$ cat src/rtl/debug_dump_pkg.sv
// Shared types and constants for the debug dump sequencer.
package debug_dump_pkg;

  // Top-level sequencing states of the dump walk.
  typedef enum logic [2:0] {
    ST_IDLE,
    ST_HEADER,
    ST_ISSUE,
    ST_CAPTURE,
    ST_SEND,
    ST_DONE
  } dump_state_e;

  // Memory window currently being walked.
  typedef enum logic [1:0] {
    SEC_REG,
    SEC_DMEM,
    SEC_IMEM
  } dump_section_e;

  // First byte of every dump, lets the receiver resynchronise.
  localparam logic [7:0] DUMP_HEADER = 8'hA5;

  // Number of bytes in one complete dump, header included.
  function automatic int unsigned dump_total_bytes(input int unsigned num_regs,
                                                   input int unsigned dmem_depth,
                                                   input int unsigned imem_depth,
                                                   input int unsigned inst_w);
    return 1 + num_regs + dmem_depth + imem_depth * (inst_w / 8);
  endfunction

endpackage

$ cat src/rtl/debug_dump_sequencer.sv
// Freezes the core through its debug port, walks the register file, a dmem
// window and an imem window, and serialises the contents as a byte stream.
module debug_dump_sequencer
  import debug_dump_pkg::*;
#(
  parameter int DATA_W          = 8,
  parameter int INST_W          = 16,
  parameter int D_ADDR_W        = 12,
  parameter int I_ADDR_W        = 12,
  parameter int REG_ADDR_WIDTH  = 4,
  parameter int NUM_DUMP_REGS   = 16,
  parameter int DMEM_DUMP_DEPTH = 16,
  parameter int IMEM_DUMP_DEPTH = 16
) (
  input  logic                      clk,
  input  logic                      reset_n,
  input  logic                      dump_req,
  input  logic [D_ADDR_W-1:0]       dmem_base,
  input  logic [I_ADDR_W-1:0]       imem_base,
  output logic                      debug_enable,
  output logic [REG_ADDR_WIDTH-1:0] reg_debug_addr,
  output logic [D_ADDR_W-1:0]       dmem_debug_addr,
  output logic [I_ADDR_W-1:0]       imem_debug_addr,
  input  logic [DATA_W-1:0]         reg_debug_rdata,
  input  logic [DATA_W-1:0]         dmem_debug_rdata,
  input  logic [INST_W-1:0]         imem_debug_rdata,
  output logic                      out_valid,
  input  logic                      out_ready,
  output logic [7:0]                out_data,
  output logic                      out_last,
  output logic                      busy
);

  localparam int BPI     = INST_W / 8;
  localparam int MAX_A   = (NUM_DUMP_REGS > DMEM_DUMP_DEPTH) ? NUM_DUMP_REGS : DMEM_DUMP_DEPTH;
  localparam int MAX_CNT = (MAX_A > IMEM_DUMP_DEPTH) ? MAX_A : IMEM_DUMP_DEPTH;
  localparam int IDX_W   = $clog2(MAX_CNT + 1);
  localparam int BYTE_W  = (BPI > 1) ? $clog2(BPI) : 1;

  // Empty sections never get compared against, so a wrapped -1 is harmless.
  localparam logic [IDX_W-1:0]  LAST_REG   = IDX_W'(NUM_DUMP_REGS - 1);
  localparam logic [IDX_W-1:0]  LAST_DMEM  = IDX_W'(DMEM_DUMP_DEPTH - 1);
  localparam logic [IDX_W-1:0]  LAST_IMEM  = IDX_W'(IMEM_DUMP_DEPTH - 1);
  localparam logic [BYTE_W-1:0] LAST_IBYTE = BYTE_W'(BPI - 1);
  localparam bit HAS_DMEM = (DMEM_DUMP_DEPTH > 0);
  localparam bit HAS_IMEM = (IMEM_DUMP_DEPTH > 0);

  dump_state_e               state_q, state_d;
  dump_section_e             sec_q, sec_d;
  logic [IDX_W-1:0]          idx_q, idx_d;
  logic [BYTE_W-1:0]         byte_q, byte_d;
  logic [INST_W-1:0]         hold_q, hold_d;
  logic [D_ADDR_W-1:0]       dmem_base_q, dmem_base_d;
  logic [I_ADDR_W-1:0]       imem_base_q, imem_base_d;
  logic [REG_ADDR_WIDTH-1:0] reg_addr_q, reg_addr_d;
  logic [D_ADDR_W-1:0]       dmem_addr_q, dmem_addr_d;
  logic [I_ADDR_W-1:0]       imem_addr_q, imem_addr_d;

  logic          elem_last;
  logic          byte_last;
  logic          next_ok;
  dump_section_e next_sec;
  logic          go_issue;
  dump_section_e issue_sec;
  logic [IDX_W-1:0] issue_idx;

  // Instruction bytes, most significant first, so byte_q indexes send order.
  logic [7:0] inst_bytes [BPI];
  for (genvar gi = 0; gi < BPI; gi++) begin : g_inst_bytes
    assign inst_bytes[gi] = hold_q[INST_W-1-8*gi -: 8];
  end

  // Position within the current section and which section follows it.
  always_comb begin
    elem_last = 1'b0;
    byte_last = 1'b1;
    next_ok   = 1'b0;
    next_sec  = SEC_REG;
    unique case (sec_q)
      SEC_REG: begin
        elem_last = (idx_q == LAST_REG);
        if (HAS_DMEM) begin
          next_ok  = 1'b1;
          next_sec = SEC_DMEM;
        end else if (HAS_IMEM) begin
          next_ok  = 1'b1;
          next_sec = SEC_IMEM;
        end
      end
      SEC_DMEM: begin
        elem_last = (idx_q == LAST_DMEM);
        if (HAS_IMEM) begin
          next_ok  = 1'b1;
          next_sec = SEC_IMEM;
        end
      end
      SEC_IMEM: begin
        elem_last = (idx_q == LAST_IMEM);
        byte_last = (byte_q == LAST_IBYTE);
      end
      default: ;
    endcase
  end

  // Next-state logic; addresses are computed as we enter ISSUE so they are
  // already registered while ISSUE drives them.
  always_comb begin
    state_d     = state_q;
    sec_d       = sec_q;
    idx_d       = idx_q;
    byte_d      = byte_q;
    hold_d      = hold_q;
    dmem_base_d = dmem_base_q;
    imem_base_d = imem_base_q;
    reg_addr_d  = reg_addr_q;
    dmem_addr_d = dmem_addr_q;
    imem_addr_d = imem_addr_q;
    go_issue    = 1'b0;
    issue_sec   = sec_q;
    issue_idx   = '0;

    unique case (state_q)
      ST_IDLE: begin
        if (dump_req) begin
          dmem_base_d = dmem_base;
          imem_base_d = imem_base;
          state_d     = ST_HEADER;
        end
      end
      ST_HEADER: begin
        // The register section always holds at least one entry.
        if (out_ready) begin
          go_issue  = 1'b1;
          issue_sec = SEC_REG;
        end
      end
      ST_ISSUE: state_d = ST_CAPTURE;
      ST_CAPTURE: begin
        unique case (sec_q)
          SEC_DMEM: hold_d = INST_W'(dmem_debug_rdata);
          SEC_IMEM: hold_d = imem_debug_rdata;
          default:  hold_d = INST_W'(reg_debug_rdata);
        endcase
        state_d = ST_SEND;
      end
      ST_SEND: begin
        if (out_ready) begin
          if (!byte_last) begin
            byte_d = byte_q + BYTE_W'(1);
          end else if (!elem_last) begin
            go_issue  = 1'b1;
            issue_idx = idx_q + IDX_W'(1);
          end else if (next_ok) begin
            go_issue  = 1'b1;
            issue_sec = next_sec;
          end else begin
            state_d = ST_DONE;
          end
        end
      end
      ST_DONE: state_d = ST_IDLE;
      default: state_d = ST_IDLE;
    endcase

    if (go_issue) begin
      state_d = ST_ISSUE;
      sec_d   = issue_sec;
      idx_d   = issue_idx;
      byte_d  = '0;
      unique case (issue_sec)
        SEC_DMEM: dmem_addr_d = dmem_base_q + D_ADDR_W'(issue_idx);
        SEC_IMEM: imem_addr_d = imem_base_q + I_ADDR_W'(issue_idx);
        default:  reg_addr_d  = REG_ADDR_WIDTH'(issue_idx);
      endcase
    end
  end

  // Output decode purely from registered state, so data/last hold under stall.
  always_comb begin
    debug_enable = (state_q == ST_HEADER) || (state_q == ST_ISSUE) ||
                   (state_q == ST_CAPTURE) || (state_q == ST_SEND);
    busy         = debug_enable;
    out_valid    = (state_q == ST_HEADER) || (state_q == ST_SEND);
    out_data     = 8'h00;
    out_last     = 1'b0;
    if (state_q == ST_HEADER) begin
      out_data = DUMP_HEADER;
    end else if (state_q == ST_SEND) begin
      out_data = (sec_q == SEC_IMEM) ? inst_bytes[byte_q] : hold_q[7:0];
      out_last = byte_last && elem_last && !next_ok;
    end
  end

  assign reg_debug_addr  = reg_addr_q;
  assign dmem_debug_addr = dmem_addr_q;
  assign imem_debug_addr = imem_addr_q;

  // State, counters and address registers; reset aborts any dump in flight.
  always_ff @(posedge clk or negedge reset_n) begin
    if (!reset_n) begin
      state_q     <= ST_IDLE;
      sec_q       <= SEC_REG;
      idx_q       <= '0;
      byte_q      <= '0;
      hold_q      <= '0;
      dmem_base_q <= '0;
      imem_base_q <= '0;
      reg_addr_q  <= '0;
      dmem_addr_q <= '0;
      imem_addr_q <= '0;
    end else begin
      state_q     <= state_d;
      sec_q       <= sec_d;
      idx_q       <= idx_d;
      byte_q      <= byte_d;
      hold_q      <= hold_d;
      dmem_base_q <= dmem_base_d;
      imem_base_q <= imem_base_d;
      reg_addr_q  <= reg_addr_d;
      dmem_addr_q <= dmem_addr_d;
      imem_addr_q <= imem_addr_d;
    end
  end

endmodule

$ cat config.mk
export PLATFORM = sky130hd
export DESIGN_NAME = debug_dump_sequencer
export DESIGN_NICKNAME = d
export VERILOG_FILES = /design/src/rtl/debug_dump_pkg.sv /design/src/rtl/debug_dump_sequencer.sv
export SDC_FILE = /design/constraint.sdc
export NUM_CORES = 1
export LEC_CHECK = 0
export ABC_AREA = 1
export BUFFER_PORTS_ARGS = -buffer_cell sky130_fd_sc_hd__clkbuf_2
export CELL_PAD_IN_SITES_DETAIL_PLACEMENT = 1
export CELL_PAD_IN_SITES_GLOBAL_PLACEMENT = 1
export CORE_ASPECT_RATIO = 0.8
export CORE_MARGIN = 10
export CORE_UTILIZATION = 40
export DETAILED_ROUTE_END_ITERATION = 7
export HOLD_SLACK_MARGIN = 0.08
export MAX_ROUTING_LAYER = met4
export PLACE_DENSITY = 0.82
export SETUP_SLACK_MARGIN = 0.3
export SLEW_MARGIN = 20
export SYNTH_ARGS = -nofsm -noshare
export SYNTH_HDL_FRONTEND = slang
export SYNTH_SLANG_ARGS = --single-unit
$ cat constraint.sdc
create_clock -name clk -period 4.53 [get_ports clk]
set_input_delay 0.906 -clock clk [delete_from_list [all_inputs] [get_ports clk]]
set_output_delay 0.906 -clock clk [all_outputs]
set_load 0.01 [all_outputs]
==> results.cfg <==
[die]
num_io_pins = 100
floorplan.core_area_sq_um = 10900
die_x_um = 138
num_rows = 34
die_area_sq_um = 15800
fp.dieH_um = 114
start_util_pct = 41.0

[flow_run]
max_cap_viol_count = 0

[synth]
synth_sequential_area_ratio_pct = 44.3
asyncSetResetFlopFracSynth_pct = 100
edff_count_synth = 0
synth.distinct_cells = 32
yosys_most_used_dff = sky130_fd_sc_hd__dfrtp_1
syn_inst_count = 574
synth.net_count = 654
yosysWarningCount = 0
syn-mean-instance-area_sq_um = 7.77
postSynthRegisterBits = 79
synthesis.area_sq_um = 4460

[setup_path]
worst-path-max-fanout = 18
crit_required_ns = 3.62
worst_setup_path_startpoint = sec_q[0]$_DFFE_PN0P_
crit-reg2reg-launch = sec_q[0]$_DFFE_PN0P_
critical_path.most_common_cell = sky130_fd_sc_hd__inv_1
setup.worst_path.class = register to output port
start_kind = register
critical-path-top-delay-family = adder cells
rrSetupSlack_ns = 1.20
critical_path.cell_chain = inv_1 -> ha_1 -> inv_1 -> nor2_1 -> nand2_1 -> o221ai_1 -> clkbuf_2
critical_path_buf_inv_count = 3
cp_data_arrival_time_ns = 2.46
timing.critical_path.slowest_cell_delay_ns = 0.56
crit_slowest_cell = sky130_fd_sc_hd__ha_1
crit_path_end_kind = output port

[cells_and_area]
antennaDiodeCount = 0
post-route-util_pct = 49.7
syn2layout_area_growth_pct = 21.3
final.fill_count = 1387
finish.cell_count_without_fillers = 819
multi_input_area_sq_um = 2110
share_of_final_layout_standard_cells_stronger_than_drive_strength_1_pct = 20.7
nets = 750
layout_commonest_cell = sky130_fd_sc_hd__nand2_1
layout.area.seq_sq_um = 1980
most_frequent_cells_in_the_layout = sky130_fd_sc_hd__nand2_1 (165), sky130_fd_sc_hd__clkbuf_2 (98), sky130_fd_sc_hd__dfrtp_1 (79)

[power_and_ir_drop]
pwr_density_cell_nw_per_um2 = 518
irDropWorstVdd_mv = 0.220
final_power_w = 0.00280
power.leakage_nw = 2.86

[sta]
final_max_slew_viol_count = 0
aggregate_negative_setup_slack_ns = 0
share_of_the_cycle_needed_by_the_critical_path_after_routing_pct = 74.4
holdWs_ns = 0.480
worst_clock_skew_ns = 0.00608
post-route-min-period_ns = 3.37
finalHoldViolCount = 0
maxClockFrequency_mhz = 297
timing.max_slew.rel_slack_pct = 50.2
rsz0062_at_grt = no
worstMarginPinSlew_ns = 0.747
setup-violations-final = 0

[route]
totalWireLength_um = 14100
detail_route.wl_per_cell_um = 17.2
via_count = 4176
detailedRoute.firstPassIterationCount = 4
ant_nets = 0
routed_via_density = 5.10
initialDrtViolationCount = 220
post-route-drc-count = 0

[global_route]
use_met2_pct = 30.3
grt_overflow_total = 0
grt_use_met1_pct = 22.9
antenna_found_initial = 0
via_count_of_the_first_global_routing_pass = 4495
gr-max-usage-layer = met2
gr-usage-met3_pct = 4.27
global_route_wire_length_before_repair_um = 23300
gr-usage-all-layers_pct = 18.5
grt_start_max_net_pins = 80

[placed_design]
place.gp.congestion = 0.877
count_of_port_buffers_added_during_placement = 99
place_hpwl_um = 11200
dp_cells = 803

[clocking]
cts_root_buffer_type = sky130_fd_sc_hd__clkbuf_16
clock_sinks = 79
cts_buffer_depth = 2
clkSlewWorstSetupHoldPaths_ns = 0.06
insertion_delay_ns = 0.34
cts.hold.buffers_added = 0
cts_tree = yes
numCtsBuffers = 9
postCtsSetupBuffers = 0
cts-resized-gates = 0
h-tree-depth = 3

[status]
outcome = completed

[hold_path]
timing.hold.worst.start = dmem_debug_addr[8]$_DFFE_PN0P_
hold_path.class = register to register
==> registers in the layout, indices dropped and copies added (netlist names) <==
| signal | flops |
|---|---|
| dmem_base_q | 12 |
| byte_q | 1 |
| hold_q | 16 |
| imem_debug_addr | 12 |
| sec_q | 2 |
| reg_debug_addr | 4 |
| imem_base_q | 12 |
| dmem_debug_addr | 12 |
| idx_q | 5 |
| state_q | 3 |
==> stage by stage <==
stage          worst slack [ns]  instance area [sq um]
3_5_place_dp               1.28                   5070
3_3_place_gp               1.49                   5070
2_1_floorplan              1.93                   4460
4_1_cts                    1.20                   5410
6_report                   1.16                   5410
5_1_grt                   0.883                   5410
==> cell families (layout without fill, tap and decap cells) <==
| kind of cell | Yosys count | after routing | synth area share, % |
|---|---|---|---|
| AO/OA/AOI/OAI | 72 | 72 | 9.34 |
| multiplexers | 9 | 9 | 2.27 |
| adder cells (fa/ha/maj) | 20 | 20 | 5.95 |
| AND/OR/NAND/NOR | 294 | 294 | 28.1 |
| buffers and inverters | 92 | 193 | 8.50 |
| flip-flops | 79 | 79 | 44.3 |
| XOR/XNOR | 8 | 8 | 1.57 |
==> worst paths after layout <==
| check | end | cells after the start |
|---|---|---|
| worst max-delay path | out_data[7] | 7 |
| worst min-delay path | dmem_debug_addr[8]$_DFFE_PN0P_ | 2 |
| worst max register to register | imem_debug_addr[8]$_DFFE_PN0P_ | 18 |
| worst min register to register | dmem_debug_addr[8]$_DFFE_PN0P_ | 2 |
| max in group asynchronous | dmem_debug_addr[6]$_DFFE_PN0P_ | 1 |
| min in group asynchronous | imem_debug_addr[8]$_DFFE_PN0P_ | 1 |
==> worst register-to-register path: stages (launching register included) <==
cell,delay [ns]
sky130_fd_sc_hd__dfrtp_1,0.43
sky130_fd_sc_hd__inv_1,0.11
sky130_fd_sc_hd__ha_1,0.43
sky130_fd_sc_hd__nand2_1,0.22
sky130_fd_sc_hd__nand2_1,0.13
sky130_fd_sc_hd__nor2_1,0.21
sky130_fd_sc_hd__nand3_1,0.17
sky130_fd_sc_hd__inv_1,0.12
sky130_fd_sc_hd__ha_1,0.25
sky130_fd_sc_hd__inv_1,0.08
sky130_fd_sc_hd__fa_1,0.39
sky130_fd_sc_hd__inv_1,0.11
sky130_fd_sc_hd__nand3_1,0.08
sky130_fd_sc_hd__nand3_1,0.13
sky130_fd_sc_hd__nand2_1,0.09
sky130_fd_sc_hd__nand2_1,0.07
sky130_fd_sc_hd__nand2_1,0.05
sky130_fd_sc_hd__nand3_1,0.09
sky130_fd_sc_hd__nand2_1,0.07
==> layer usage <==
layer  wire length [um]  part of all wire [%]  vias up
li1                   -                     -     2039
met1               6650                    47     2053
met2               6880                    49       72
met3                424                   3.0       12
met4                176                   1.2        0
met5                  0                     0        -
==> report_power, final <==
| part | internal [W] | switching (W) | total (W) |
|---|---|---|---|
| sequential | 0.000872 | 0.000143 | 0.00102 |
| combinational | 0.000325 | 0.000624 | 0.000949 |
| clock | 0.000554 | 0.000283 | 0.000837 |
==> final cells by class <==
| class | instances | area share, % |
|---|---|---|
| Inverter | 76 | 5.27 |
| Clock inverter | 3 | 1.67 |
| Multi-Input combinational cell | 403 | 39.0 |
| Sequential cell | 79 | 36.5 |
| Tap cell | 144 | 3.33 |
| Clock buffer | 13 | 4.63 |
| Timing Repair Buffer | 101 | 9.55 |
==> cells in the mapped netlist, types with 2 or more instances <==
| library cell | instances | area [sq um] |
|---|---|---|
| sky130_fd_sc_hd__a21oi_1 | 20 | 100 |
| sky130_fd_sc_hd__buf_2 | 6 | 30.0 |
| sky130_fd_sc_hd__buf_6 | 3 | 33.8 |
| sky130_fd_sc_hd__clkbuf_1 | 6 | 22.5 |
| sky130_fd_sc_hd__dfrtp_1 | 79 | 1980 |
| sky130_fd_sc_hd__fa_1 | 2 | 40.0 |
| sky130_fd_sc_hd__ha_1 | 18 | 225 |
| sky130_fd_sc_hd__inv_1 | 73 | 274 |
| sky130_fd_sc_hd__inv_2 | 3 | 11.3 |
| sky130_fd_sc_hd__mux2_2 | 9 | 101 |
| sky130_fd_sc_hd__nand2_1 | 165 | 619 |
| sky130_fd_sc_hd__nand2_2 | 3 | 18.8 |
| sky130_fd_sc_hd__nand3_1 | 70 | 350 |
| sky130_fd_sc_hd__nand4_1 | 5 | 31.3 |
| sky130_fd_sc_hd__nor2_1 | 40 | 150 |
| sky130_fd_sc_hd__nor3_1 | 4 | 20.0 |
| sky130_fd_sc_hd__o211ai_1 | 8 | 60.1 |
| sky130_fd_sc_hd__o21ai_0 | 30 | 150 |
| sky130_fd_sc_hd__o21ai_2 | 3 | 26.3 |
| sky130_fd_sc_hd__o221ai_1 | 4 | 35.0 |
| sky130_fd_sc_hd__o22ai_1 | 5 | 31.3 |
| sky130_fd_sc_hd__or2_2 | 2 | 12.5 |
| sky130_fd_sc_hd__xnor2_1 | 5 | 43.8 |
| sky130_fd_sc_hd__xor2_1 | 3 | 26.3 |
No activity file was read; power rests on OpenSTA's default activity.
